==> src/rtl/arb_mux.sv <==
// N-channel arbiter feeding a single-entry registered output stage.
// MODE 0 is round-robin from pointer P; MODE 1 is fixed priority, lowest index first.
module arb_mux #(
  parameter int unsigned N    = 4,
  parameter int unsigned W    = 4,
  parameter int unsigned MODE = 0,
  localparam int unsigned SW  = (N > 1) ? $clog2(N) : 1
) (
  input  logic            CLK,
  input  logic            RESET,
  input  logic [N*W-1:0]  I,
  input  logic [N-1:0]    I_valid,
  output logic [N-1:0]    I_ready,
  output logic [W-1:0]    O,
  output logic            O_valid,
  input  logic            O_ready,
  output logic [SW-1:0]   O_sel
);

  typedef enum logic {StEmpty, StFull} state_e;

  state_e        state_q, state_d;
  logic [W-1:0]  o_q, o_d;
  logic [SW-1:0] sel_q, sel_d;
  logic [SW-1:0] ptr_q, ptr_d;
  logic [SW-1:0] grant_idx;
  logic [N-1:0]  grant;
  logic          found;
  int unsigned   idx;
  logic          can_load;
  logic          any_valid;
  logic          xfer;

  assign O_valid   = (state_q == StFull);
  assign O         = o_q;
  assign O_sel     = sel_q;
  assign can_load  = !O_valid || O_ready;
  assign any_valid = |I_valid;
  // Reset blocks the handshake so no beat is consumed in a reset cycle.
  assign xfer      = can_load && any_valid && !RESET;
  assign I_ready   = (can_load && !RESET) ? grant : '0;

  // Search starts at P in round-robin mode, at 0 in fixed-priority mode.
  always_comb begin
    grant     = '0;
    grant_idx = '0;
    found     = 1'b0;
    idx       = 0;
    for (int unsigned i = 0; i < N; i++) begin
      idx = (MODE == 0) ? ((32'(ptr_q) + i) % N) : i;
      if (!found && I_valid[idx]) begin
        found      = 1'b1;
        grant[idx] = 1'b1;
        grant_idx  = SW'(idx);
      end
    end
  end

  always_comb begin
    state_d = state_q;
    o_d     = o_q;
    sel_d   = sel_q;
    ptr_d   = ptr_q;
    unique case (state_q)
      StEmpty: if (xfer) state_d = StFull;
      StFull: begin
        if (O_ready) state_d = xfer ? StFull : StEmpty;
      end
      default: state_d = StEmpty;
    endcase
    if (xfer) begin
      o_d   = I[32'(grant_idx)*W +: W];
      sel_d = grant_idx;
      if (MODE == 0) begin
        ptr_d = (32'(grant_idx) == N - 1) ? '0 : grant_idx + 1'b1;
      end
    end
  end

  always_ff @(posedge CLK) begin
    if (RESET) begin
      state_q <= StEmpty;
      o_q     <= '0;
      sel_q   <= '0;
      ptr_q   <= '0;
    end else begin
      state_q <= state_d;
      o_q     <= o_d;
      sel_q   <= sel_d;
      ptr_q   <= ptr_d;
    end
  end

endmodule

==> config.mk <==
export PLATFORM = sky130hd
export DESIGN_NAME = arb_mux
export DESIGN_NICKNAME = d
export VERILOG_FILES = /design/src/rtl/arb_mux.sv
export SDC_FILE = /design/constraint.sdc
export NUM_CORES = 1
export LEC_CHECK = 0
export CORE_MARGIN = 1.5
export CORE_UTILIZATION = 30
export CTS_BUF_LIST = sky130_fd_sc_hd__clkbuf_2 sky130_fd_sc_hd__clkbuf_4 sky130_fd_sc_hd__clkbuf_8
export CTS_CLUSTER_SIZE = 10
export DETAILED_ROUTE_END_ITERATION = 16
export REMOVE_ABC_BUFFERS = 1
export SETUP_SLACK_MARGIN = 0.1
export SYNTH_ARGS = -nofsm -noshare
export SYNTH_HDL_FRONTEND = slang
export SYNTH_SLANG_ARGS = --single-unit
==> constraint.sdc <==
create_clock -name CLK -period 5.3 [get_ports CLK]
set_clock_uncertainty 0.1 [all_clocks]
set_input_delay 1.06 -clock CLK [delete_from_list [all_inputs] [get_ports CLK]]
set_output_delay 1.06 -clock CLK [all_outputs]
set_load 0.01 [all_outputs]
* After elaboration in Yosys (flattened, before gate mapping)
Index checks and enable logic that the tools add are counted.
Operators by class: bitwise gates (word level) 4, reductions and logical operators 17, $lt $le $gt $ge 8, shifts and indexed selects 1, multiplexer cells 32, equal/unequal tests 1, add/sub/neg operators 4
Operators by type and width (number):
- two-way mux 4 bit | 5
- variable part select 16 x 5 -> 4 bit | 1
- two-way mux 1 bit | 13
- < comparator 2 x 3 -> 1 bit (second input constant) | 4
- OR 4 bit | 3
- logical AND 1 bit | 10
- two-way mux 2 bit | 5
- binary-select mux 1 bit (select 2 bit) | 4
- demux 1 bit (select 2 bit) | 4
- greater-or-equal comparator 2 x 1 -> 1 bit (second input constant) | 4
- logical NOT 1 bit | 5
- adder 2 x 1 -> 2 bit (second input constant) | 2
- adder 2 bit (second input constant) | 2
- OR reduction 4 bit | 1
- equality test 2 bit (second input constant) | 1
- one-hot mux 1 bit (2 select lines) | 1
- logical OR 1 bit | 1
- NOT 1 bit | 1
Word-level totals: output and inout port bits 11, register bits 9

* Longest topological paths before layout
Gate-level depths: netlist of run 1.
word-level depth 14, depth in mapped cells 11, gate-level depth less buffers 8

* Worst setup path before layout of run 1
OpenSTA, ideal clock, no wires.
path kind reg-to-output, from register ptr_q[0], to output I_ready[0], setup slack 1432 ps, cell stages (with the launch flop) 11, data arrival time 2708 ps, cells stage by stage dfxtp_1 buf_6 inv_1 clkbuf_1 ha_1 buf_2 mux4_2 or2_1 a2111oi_4 a221oi_1 nor2_1
On the way: cells in the longest elaborated chain, start to end 13, elaborated cells on any way between the ends 48, classes of those cells add/sub: 3; order compare: 8; mux: 24; bitwise: 3; reduce/logical: 10
RTL lines:
- from (decl) | RTL line 25 | logic [SW-1:0] ptr_q, ptr_d;
- from (signal assigned) | RTL line 90 | ptr_q <= ptr_d;
- branches (longest 11 deep; another with < comparator 2 x 3 -> 1 bit)
- two-way mux 4 bit (*) | RTL line 51 | if (!found && I_valid[idx]) begin
- two-way mux 4 bit (*) | RTL line 41 | assign I_ready = (can_load && !RESET) ? grant : '0;
- to (decl) | RTL line 13 | output logic [N-1:0] I_ready,
Every way passes the cells marked *. The select of a mux whose other input is x is not followed.

* Final worst setup path of run 1
from input I_valid[2], to output I_ready[3]
On the way: cells in the longest elaborated chain, start to end 13, elaborated cells on any way between the ends 25, classes of those cells mux: 16; bitwise: 3; reduce/logical: 6
RTL lines:
- from (decl) | RTL line 12 | input logic [N-1:0] I_valid,
- binary-select mux 1 bit (select 2 bit) | RTL line 51
- two-way mux 1 bit (implied by the code) | RTL line 51
- two-way mux 1 bit | RTL line 51
- logical NOT 1 bit | RTL line 51
- logical AND 1 bit | RTL line 51
- two-way mux 1 bit | RTL line 51
- logical NOT 1 bit | RTL line 51
- logical AND 1 bit | RTL line 51
- two-way mux 1 bit | RTL line 51
- logical NOT 1 bit | RTL line 51
- logical AND 1 bit | RTL line 51
- two-way mux 4 bit (*) | RTL line 51
- two-way mux 4 bit (*) | RTL line 41
Mark *: on every way between the ends. The rest lies on a longest branch, timed or not. The select of a mux whose other input is x is not followed.

==> results of run 1 <==
==> registers in the layout (all words and copies together), names as in the netlist <==
register,flops
O,4
O_sel,2
ptr_q,2
O_valid,1
==> synthesized netlist by cell type, drive strengths merged <==
master	instances	area (um^2)
a32oi	2	17.5
dfxtp	9	180
a21oi	4	20.0
nand3	1	5.00
a221oi	4	35.0
nor3	2	10.0
o221ai	3	26.3
a311oi	1	8.76
a22oi	6	45.0
o21ai	7	35.0
and2	2	12.5
xor2	1	8.76
nor2	13	48.8
a32o	4	40.0
and4b	1	10.0
mux4	2	48.8
nor4bb	1	10.0
inv	3	11.3
buf	5	31.3
nor4	1	6.26
mux2i	9	90.1
nor2b	3	18.8
a211oi	2	15.0
ha	7	87.6
a22o	1	8.76
nand3b	1	7.51
or2	2	12.5
clkbuf	4	15.0
o211ai	2	15.0
o31ai	1	7.51
nand2	7	26.3
a31o	3	26.3
or3	2	12.5
a2111oi	1	27.5
a31oi	1	6.26
mux2	5	56.3
o22ai	3	18.8
o21bai	2	15.0
nand2b	7	43.8
o2111a	1	11.3
==> worst paths after layout <==
path,start,to,slack [ns],depth (start not counted)
setup reg to reg,ptr_q[1]$_SDFFE_PP0P_,O[2]$_SDFFE_PP0P_,1.40,8
hold reg to reg,O_sel[1]$_SDFFE_PP0P_,O_sel[1]$_SDFFE_PP0P_,0.38,1
hold / removal,O_sel[1]$_SDFFE_PP0P_,O_sel[1]$_SDFFE_PP0P_,0.38,1
setup / recovery,I_valid[2],I_ready[3],0.37,7
==> stage by stage <==
stage	util [%]	cell area, um^2	worst slack [ns]	power (mW)	cells
2_1_floorplan	-	1090	1.12	0.486	127
3_3_place_gp	41.3	1500	0.419	0.645	211
3_5_place_dp	41.3	1500	0.375	0.656	211
4_1_cts	42.6	1550	0.364	0.743	215
5_1_grt	42.6	1550	0.173	0.806	215
6_report	42.6	1550	0.369	0.738	215
==> cell type report <==
class,instances,area [um^2],area share [%]
Tap cell,48,60.1,3.88
Inverter,3,11.3,0.728
Timing Repair Buffer,36,353,22.8
Sequential cell,9,180,11.6
Multi-Input combinational cell,115,895,57.8
Clock buffer,4,48.8,3.15
==> worst reg2reg max path, stage by stage (launching register included) <==
cell	delay, ns
dfxtp_1	0.67
inv_1	0.19
ha_1	0.54
mux4_2	0.46
or2_1	0.30
a2111oi_4	0.42
mux2i_1	0.64
o211ai_1	0.18
a32o_1	0.29
==> where the power goes <==
group | internal [mW] | switching (mW)
logic | 0.257 | 0.277
clock network | 0.0575 | 0.0272
registers | 0.0939 | 0.0251
total | 0.408 | 0.330
==> per-layer routing <==
| metal | vias to the layer above | global-route usage (%) |
|---|---|---|
| met2 | 37 | 23.8 |
| li1 | 592 | - |
| met5 | - | 0 |
| met4 | 0 | 5.85 |
| met1 | 561 | 19.0 |
| met3 | 5 | 3.13 |
==> logic make-up after synthesis <==
kind of cell | share of synthesized area [%]
AND/OR/NAND/NOR | 19.8
flip-flops | 15.9
buffers and inverters | 5.08
XOR/XNOR | 0.774
adder cells (fa/ha/maj) | 7.73
multiplexers | 17.2
AO/OA/AOI/OAI | 33.5
==> run summary, run 1 <==
Hold/Removal Path Class = reg2reg
sequential area share after synthesis = 15.9%
CTS tree = done
Netlist cell types = 43
hold_ws = 0.384 ns
Post-CTS Hold Buffers = 0
wire length on met3 = 178 um
# IOs = 34
Initial DRT Pass Iterations = 4
vias per cell = 5.56
Worst Max-Slew Pin Slew = 0.669 ns
number of remaining DRC errors = 0
DR iter-0 viols = 70
Crit Path Max Fanout = 11
most common cell after layout, fill and taps aside = clkdlybuf4s50_1
postcts setup bufs = 0
nets = 198
Die Y-Extent = 64.4 um
final hold violations = 0
crit-path leading delay family = buffers and inverters
Cell Pwr Density = 477 nW/um^2
DP HPWL = 2.30 mm
RSZ-0062 raised after global routing = false
antenna violations before repair = 0
Tcrit/Tclk final = 93.0%
fmax = 203 MHz
TritonCTS Buffers = 3
Layout fillers = 369
gpl congestion = 0.735
CP max stage delay = 0.63 ns
CTS HTree Levels = 1
Ys Warns = 0
type of origin of the critical path = input port
Core Region = 3630 um^2
max-cap viol count = 0
WP data arrival = 3.77 ns
fin crit period = 4.93 ns
Initial Util = 31.2%
Post-Syn Area = 1130 um^2
worst-case vdd ir drop = 0.115 mV
setup violators final = 0
Crit-path slowest cell = mux4_2
CTS Root Cell = clkbuf_8
critical path type = in2out
vias in the first global route = 1088
Die W = 64.4 um
routed via count = 1195
most frequent cells in the layout = 33 x clkdlybuf4s50_1, 13 x nor2_1, 9 x dfxtp_1, 9 x mux2i_1
GRT Overall Usage = 14.7%
# port buffers = 33
Resize count post-CTS = 0
WL met1 = 1.33 mm
uppermost layer routed = met4
CP Capture Type = primary output
crit-path most repeated cell = clkdlybuf4s50_1
Clock Tree Buf Depth = 2
Worst-path clk slew = 0.05 ns
Setup TNS = 0 ns
Die Area = 4150 um^2
CP cell instances = clkdlybuf4s50_1 > mux4_2 > or2_1 > a2111oi_4 > a221oi_1 > nor2_1 > clkdlybuf4s50_1
CTS Sinks = 9
Total Wirelength = 2.97 mm
WL/cell = 13.8 um
max-slew violations = 0
Leak Pwr = 0.555 nW
relative slew slack = 54.1%
Met2 Routed Length = 1.43 mm
first-pass GRT wire length = 4.89 mm
Remaining Overflow, GRT = 0
status = complete, no violations
syn avg cell area = 8.33 um^2
FF+latch count, synth = 9
# rows = 22
worst skew pair latency = 0.23 ns
# diodes = 0
synthesized instance count = 136
share of layout cells above drive strength 1 = 10.8%
largest net degree at the start of global routing = 22
Area Overhead vs Synth = 36.7%
worst path required time = 4.14 ns
antenna-violating nets left = 0
CP Buf/Inv Count = 2
(Power assumes the default switching activity.)
==> run 2: changes to the inputs <==
PLACE_DENSITY = 0.54   (was not set)
SKIP_CTS_REPAIR_TIMING = 1   (was not set)
==> run summary, run 2 (synthesis results as in run 1) <==
# diodes = 0 (unchanged)
WP data arrival = 3.80 ns (+0.03 ns)
worst skew pair latency = 0.23 ns (about the same)
type of origin of the critical path = input port
WL/cell = 14.3 um (+3.4%)
CTS Root Cell = clkbuf_8
antenna-violating nets left = 0 (unchanged)
Core Region = 3630 um^2 (unchanged)
pre-CTS setup slack = 0.362 ns (-0.0126 ns)
max FFs per register = 4 (unchanged)
nets = 198 (unchanged)
gpl congestion = 0.783 (+6.5%)
DP HPWL = 2.33 mm (+1.3%)
vias per cell = 5.59 (+0.50%)
RSZ-0062 raised after global routing = false
Worst Max-Slew Pin Slew = 0.677 ns (+0.00797 ns)
Die W = 64.4 um (unchanged)
Die Y-Extent = 64.4 um (unchanged)
worst path required time = 4.14 ns (about the same)
Cell Pwr Density = 479 nW/um^2 (+0.43%)
final instance area = 1550 um^2 (unchanged)
TritonCTS Buffers = 3 (unchanged)
antenna violations before repair = 0 (unchanged)
largest net degree at the start of global routing = 22 (unchanged)
Total Wirelength = 3.07 mm (+3.4%)
Initial DRT Pass Iterations = 4 (unchanged)
setup violators final = 0 (unchanged)
Hold/Removal Path Class = reg2reg
DR iter-0 viols = 37 (-47%)
placed inst area = 1500 um^2 (unchanged)
Layout fillers = 386 (+4.6%)
Remaining Overflow, GRT = 0 (unchanged)
CTS tree = done
Crit Path Max Fanout = 11 (unchanged)
relative slew slack = 53.6% (-0.55 points)
GRT Overall Usage = 15.6% (+0.89 points)
Leak Pwr = 0.555 nW (unchanged)
final hold violations = 0 (unchanged)
# rows = 22 (unchanged)
# port buffers = 33 (unchanged)
final worst slack = 0.336 ns (-0.0330 ns)
critical path type = in2out
max-slew violations = 0 (unchanged)
most frequent cells in the layout = 33 x clkdlybuf4s50_1, 13 x nor2_1, 9 x dfxtp_1, 9 x mux2i_1
hold_ws = 0.369 ns (-0.0153 ns)
number of remaining DRC errors = 0 (unchanged)
Clock Tree Buf Depth = 2 (unchanged)
routed via count = 1201 (+0.50%)
Worst-path clk slew = 0.04 ns (about the same)
fmax = 201 MHz (-0.67%)
CTS HTree Levels = 1 (unchanged)
CP Capture Type = primary output
utilization after layout = 42.6% (unchanged)
max-cap viol count = 0 (unchanged)
Initial Util = 31.2% (unchanged)
Tcrit/Tclk final = 93.7% (+0.62 points)
vias in the first global route = 1105 (+1.6%)
worst-case vdd ir drop = 0.169 mV (+47%)
first-pass GRT wire length = 5.25 mm (+7.5%)
Die Area = 4150 um^2 (unchanged)
CTS Sinks = 9 (unchanged)
Setup TNS = 0 ns (unchanged)
most common cell after layout, fill and taps aside = clkdlybuf4s50_1
# IOs = 34 (unchanged)
status = complete, no violations
fin crit period = 4.96 ns (+0.0330 ns)
Area Overhead vs Synth = 36.7% (unchanged)
share of layout cells above drive strength 1 = 10.8% (unchanged)
[run 2: cell counts in the layout (fill, tap and decap cells not counted)]
No cell type changed its count.
[run 2: through the flow]
step	std cells	power, mW
after floorplan	127	0.486
after CTS	215	0.745
final	215	0.741
after global routing	215	0.810
after global placement	211	0.653
after detailed placement	211	0.658
[run 2: routing by layer]
metal | global-route usage [%] | part of all wire (%) | vias up
li1 | - | - | 598
met1 | 20.4 | 48 | 579
met2 | 27.2 | 48 | 22
met3 | 3.30 | 3.0 | 2
met4 | 1.60 | 0.39 | 0
met5 | 0 | 0 | -
[run 2: path summary, 6_finish.rpt]
kind	from	endpoint	slack (ns)	cells after the start
min	O[2]$_SDFFE_PP0P_	O[2]$_SDFFE_PP0P_	0.37	1
max	I_valid[3]	I_ready[2]	0.34	7
max reg2reg	ptr_q[1]$_SDFFE_PP0P_	O[2]$_SDFFE_PP0P_	1.41	8
min reg2reg	O[2]$_SDFFE_PP0P_	O[2]$_SDFFE_PP0P_	0.37	1
[run 2: final cells by class]
cell class | instances | area [um^2] | area share, %
clock buffer | 4 | 48.8 | 3.15
inverter | 3 | 11.3 | 0.728
multi-input combinational | 115 | 895 | 57.8
sequential | 9 | 180 | 11.6
tap | 48 | 60.1 | 3.88
timing repair buffer | 36 | 353 | 22.8
[run 2: power breakdown]
group / leakage (nW) / internal, mW / total, mW / switching (mW)
Sequential: 0.0750 / 0.0939 / 0.118 / 0.0242
Combinational: 0.454 / 0.256 / 0.539 / 0.283
Clock: 0.0262 / 0.0575 / 0.0843 / 0.0268
Total: 0.555 / 0.407 / 0.741 / 0.334
[run 2: worst max-delay path: stages]
cell	delay [ns]
clkdlybuf4s50_1	0.59
mux4_1	0.65
or2_1	0.27
a2111oi_4	0.43
a221oi_1	0.14
nor2_1	0.13
clkdlybuf4s50_1	0.54
==> variant 1: new RTL, settings of run 2 <==
Change the parameter `W` from 4 to 5.
--- a/src/rtl/arb_mux.sv
+++ b/src/rtl/arb_mux.sv
@@ -3,5 +3,5 @@
 module arb_mux #(
   parameter int unsigned N    = 4,
-  parameter int unsigned W    = 4,
+  parameter int unsigned W    = 5,
   parameter int unsigned MODE = 0,
   localparam int unsigned SW  = (N > 1) ? $clog2(N) : 1
Interface: changed (resized I and O); port bits go from 34 to 39. The function was not compared with the original's and may differ.
==> variant 1 against run 2 <==
Setup slack better by 0.36 ns. Sequential power up 8%. Non-clock buffer count up 3. Synthesized area down 8.7%. Sequential cell count up 1. Critical path type unchanged. Total power down 2.6%. Highest routed layer is now met3. Final cell count down 9.3%. Routed wire length down 17%. Cell area down 7.6%.
==> variant 1: results <==
set metrics [dict create \
    worstHoldEndpoint "O_sel[0]" \
    run_status "complete, no violations" \
    ys_top_cells_by_area "dfxtp_1 (19%), mux2i_1 (11%), ha_1 (8.5%)" \
    ys_types 38 \
    largest_reg_flops 5 \
    ir_drop_mv 0.1646 \
    clock-root-buffer "clkbuf_4" \
    slew_headroom_pct 44.74 \
    via_per_inst 5.262 \
    gp_routability_congestion 0.7902 \
    cp_max_fo 10 \
    fraction_of_final_layout_cells_with_drive_strength_greater_than_1_pct 9.396 \
    placement.io_buffers 38 \
    grt_usage_pct 14.78 \
    r2r_setup_slack_ns 2.26 \
    synth_sequential_area_ratio_pct 19.37 \
    cts-root-to-sink-buffers 2 \
    grt_pass1_vias 1024 \
    r2r_cells 7 \
    cp.arrival_ns 3.45 \
    clk_latency_ns 0.25 \
    final_nets 185 \
    placedInstanceArea_sq_um 1408 \
    crit_start "I_valid[2]" \
    cp_slowest_stage_delay_ns 0.63 \
    min_path_cells 2 \
    critical_path.slowest_cell "mux4_2" \
    drt-initial-drc-count 116 \
    dp.final_hpwl_um 1944 \
    totalWireLength_um 2553 \
    synthTopCellsByCount "mux2i_1 (11), nor2_1 (11), dfxtp_1 (10), nand3b_1 (10), ha_1 (7)" \
    cts.clk_slew.worst_paths_ns 0.06 \
]
## variant 1: cell count changes in the layout (fill, tap and decap cells not counted), moves of 3 or more
cell | before | now
o21ai_1 | 0 | 3
o21ai_0 | 7 | 1
nand2b_1 | 7 | 3
a31o_2 | 3 | 0
nor3b_1 | 0 | 3
a32o_1 | 4 | 0
clkdlybuf4s50_1 | 33 | 38
nor2b_1 | 3 | 0
o22ai_1 | 3 | 0
mux2_2 | 5 | 0
nand3b_1 | 1 | 10
clkbuf_8 | 3 | 0
## variant 1: kinds of logic (layout without fill, tap and decap cells)
family	Yosys count	in the layout	synth area share (%)
AO/OA/AOI/OAI	28	28	23.00
adder cells (fa/ha/maj)	7	7	8.474
flip-flops	10	10	19.37
XOR/XNOR	1	1	0.8476
multiplexers	13	13	15.01
AND/OR/NAND/NOR	45	45	25.30
buffers and inverters	14	45	7.989
## variant 1: power by group
group | leakage, uW | internal, uW | switching, uW
logic | 0.000425 | 257 | 288
clock network | 0.0000138 | 26.1 | 22.6
registers | 0.0000834 | 106 | 22.1
## variant 1: through the flow
step                hold WS [ns]  std cells  util, %  setup slack, ns
finish                    0.3802        195    43.20           0.6944
global route              0.4172        195    43.20           0.5482
CTS                       0.3857        195    43.20           0.7155
detailed placement        0.3731        192    42.52           0.7182
global placement          0.3587        192    42.52           0.7368
floorplan                 0.3934        107        -            1.746
## variant 1: area by class of cell
class	instances	area, sq um
Clock buffer	3	22.52
Timing Repair Buffer	39	387.9
Inverter	3	11.26
Tap cell	46	57.56
Sequential cell	10	200.2
Multi-Input combinational cell	94	750.7
Fill cell	361	1881
## variant 1: per-layer routing
layer / track usage (%) / share of wire (%)
met1: 19.40 / 46
met2: 24.66 / 46
met3: 3.520 / 7.9
met4: 3.343 / 0
met5: 0 / 0
==> variant 2: new RTL, settings of run 2 <==
Made on the original files. Make the reset (`RESET`) asynchronous in one clocked block.
--- a/src/rtl/arb_mux.sv
+++ b/src/rtl/arb_mux.sv
@@ -78,5 +78,5 @@
   end
 
-  always_ff @(posedge CLK) begin
+  always_ff @(posedge CLK or posedge RESET) begin
     if (RESET) begin
       state_q <= StEmpty;
Behaviour: differs if RESET is asserted again (counterexample within 4 cycles, from zero or initial values and one cycle with RESET high); with RESET held inactive, the same outputs for 10 cycles.
==> variant 2 against run 2 <==
Cell area shrank 14%. Via count shrank 25%. Synthesized area decreased by 15%. Sequential cell count unchanged. Setup slack better by 0.32 ns. Register-to-register slack better by 0.58 ns. Die area shrank 15%. Non-clock buffer count is 3 lower. Routed wire length is 24% lower. Sequential power up 23%. Total power decreased by 1.8%. First-iteration DRC count increased by 22%.
==> variant 2: results <==
set metrics [dict create \
    maxCapViolCount 0 \
    clock-root-buffer "clkbuf_4" \
    tritoncts_buffer_count 3 \
    async_reset_ff_share_pct 100.0 \
    htreeDepth 1 \
    total_leakage_power_uw 0.0005534 \
    placement.io_buffers 33 \
    initial_antenna_violation_count 0 \
    run_status "complete, no violations" \
    cts-root-to-sink-buffers 2 \
    synth_sequential_area_ratio_pct 23.50 \
    largest_reg_flops 4 \
    ys_types 40 \
    vias 898 \
    route.detailed.wl_per_inst_um 13.02 \
    gp_routability_congestion 0.7461 \
    global_route_wire_length_before_repair_um 4050 \
    drt-initial-drc-count 45 \
    ys_top_cells_by_area "dfrtp_1 (23%), ha_1 (9.1%), mux2i_1 (8.4%)" \
    insertedDiodeCount 0 \
    tightest_slew_ns 0.6365 \
    clk_latency_ns 0.26 \
    dp.final_hpwl_um 1804 \
    first_drt_pass_iteration_count 4 \
    holdCritPathClass "reg -> reg" \
    cp_max_fo 16 \
    fraction_of_final_layout_cells_with_drive_strength_greater_than_1_pct 8.889 \
    cts.clk_slew.worst_paths_ns 0.07 \
    cp.arrival_ns 3.48 \
    internal_power_uw 400.5 \
    filler_cell_count 331 \
    grt_usage_pct 14.72 \
    ys_warn_count 0 \
    synthTopCellsByCount "nand2_1 (14), nor2_1 (14), dfrtp_1 (9)" \
    grt_max_degree 17 \
    ir_drop_mv 0.1819 \
    final_nets 166 \
]
## variant 2: cell count changes in the layout (fill, tap and decap cells not counted), sizes merged, moves of 3 or more
cell	before	now
dfxtp	9	0
a31o	3	0
a32o	4	0
mux2	5	1
o22ai	3	0
nand2	7	14
nand2b	7	2
buf	3	0
o21ai	7	2
dfrtp	0	9
## variant 2: power groups by stage
stage / clock, uW / sequential [uW] / combinational [uW]
after floorplan: 0 / 149 / 367
after global placement: 0 / 148 / 519
after detailed placement: 0 / 146 / 528
after CTS: 59.8 / 146 / 530
after global routing: 64.5 / 155 / 577
final: 58.7 / 145 / 524
## variant 2: cell families after synthesis
kind of cell | after synthesis | share of synthesized area, %
and+or+nand+nor | 41 | 21.54
adders and majority gates | 7 | 9.138
muxes | 11 | 14.62
AOI/OAI and AO/OA | 24 | 20.63
xor gates and xnor gates | 3 | 4.700
DFF | 9 | 23.50
buffers and inverters | 7 | 5.875
## variant 2: worst paths after layout
path / start / endpoint / slack [ns] / cells past startpoint
max: ptr_q[0] / I_ready[0] / 0.66 / 8
min: O_sel[0] / O_sel[0] / 0.38 / 2
max reg2reg: ptr_q[0] / O[2] / 1.99 / 8
min reg2reg: O_sel[0] / O_sel[0] / 0.38 / 2
max in group asynchronous: RESET / ptr_q[0] / 3.84 / 2
min in group asynchronous: RESET / O_sel[1] / 0.98 / 2
## variant 2: layout make-up
class / count / share of cell area [%]
multi-input combinational: 86 / 50.94
timing repair buffer: 33 / 24.86
sequential: 9 / 16.95
tap: 44 / 4.143
clock buffer: 4 / 2.260
inverter: 3 / 0.8475
## variant 2: metrics by stage
step | instances | cell area [sq um] | worst slack (ns)
after global routing | 179 | 1329 | 0.4072
after detailed placement | 175 | 1299 | 0.7860
after CTS | 179 | 1329 | 0.6201
after floorplan | 98 | 913.4 | 1.716
final | 179 | 1329 | 0.6555
after global placement | 175 | 1299 | 0.8128
## variant 2: per-layer routing
metal	GRT usage [%]	vias to the layer above	share of wire [%]
met5	0	-	0
met4	2.857	0	0
met3	3.930	0	7.9
met2	24.65	33	47
met1	19.12	420	45
li1	-	445	-
## variant 2: critical path, stage by stage, from the launching register on
cell,delay [ns]
dfrtp_1,0.75
inv_1,0.32
ha_1,0.48
or3b_1,0.38
a2111o_1,0.42
nand3_2,0.14
a221oi_1,0.10
nor2_1,0.11
clkdlybuf4s50_1,0.54
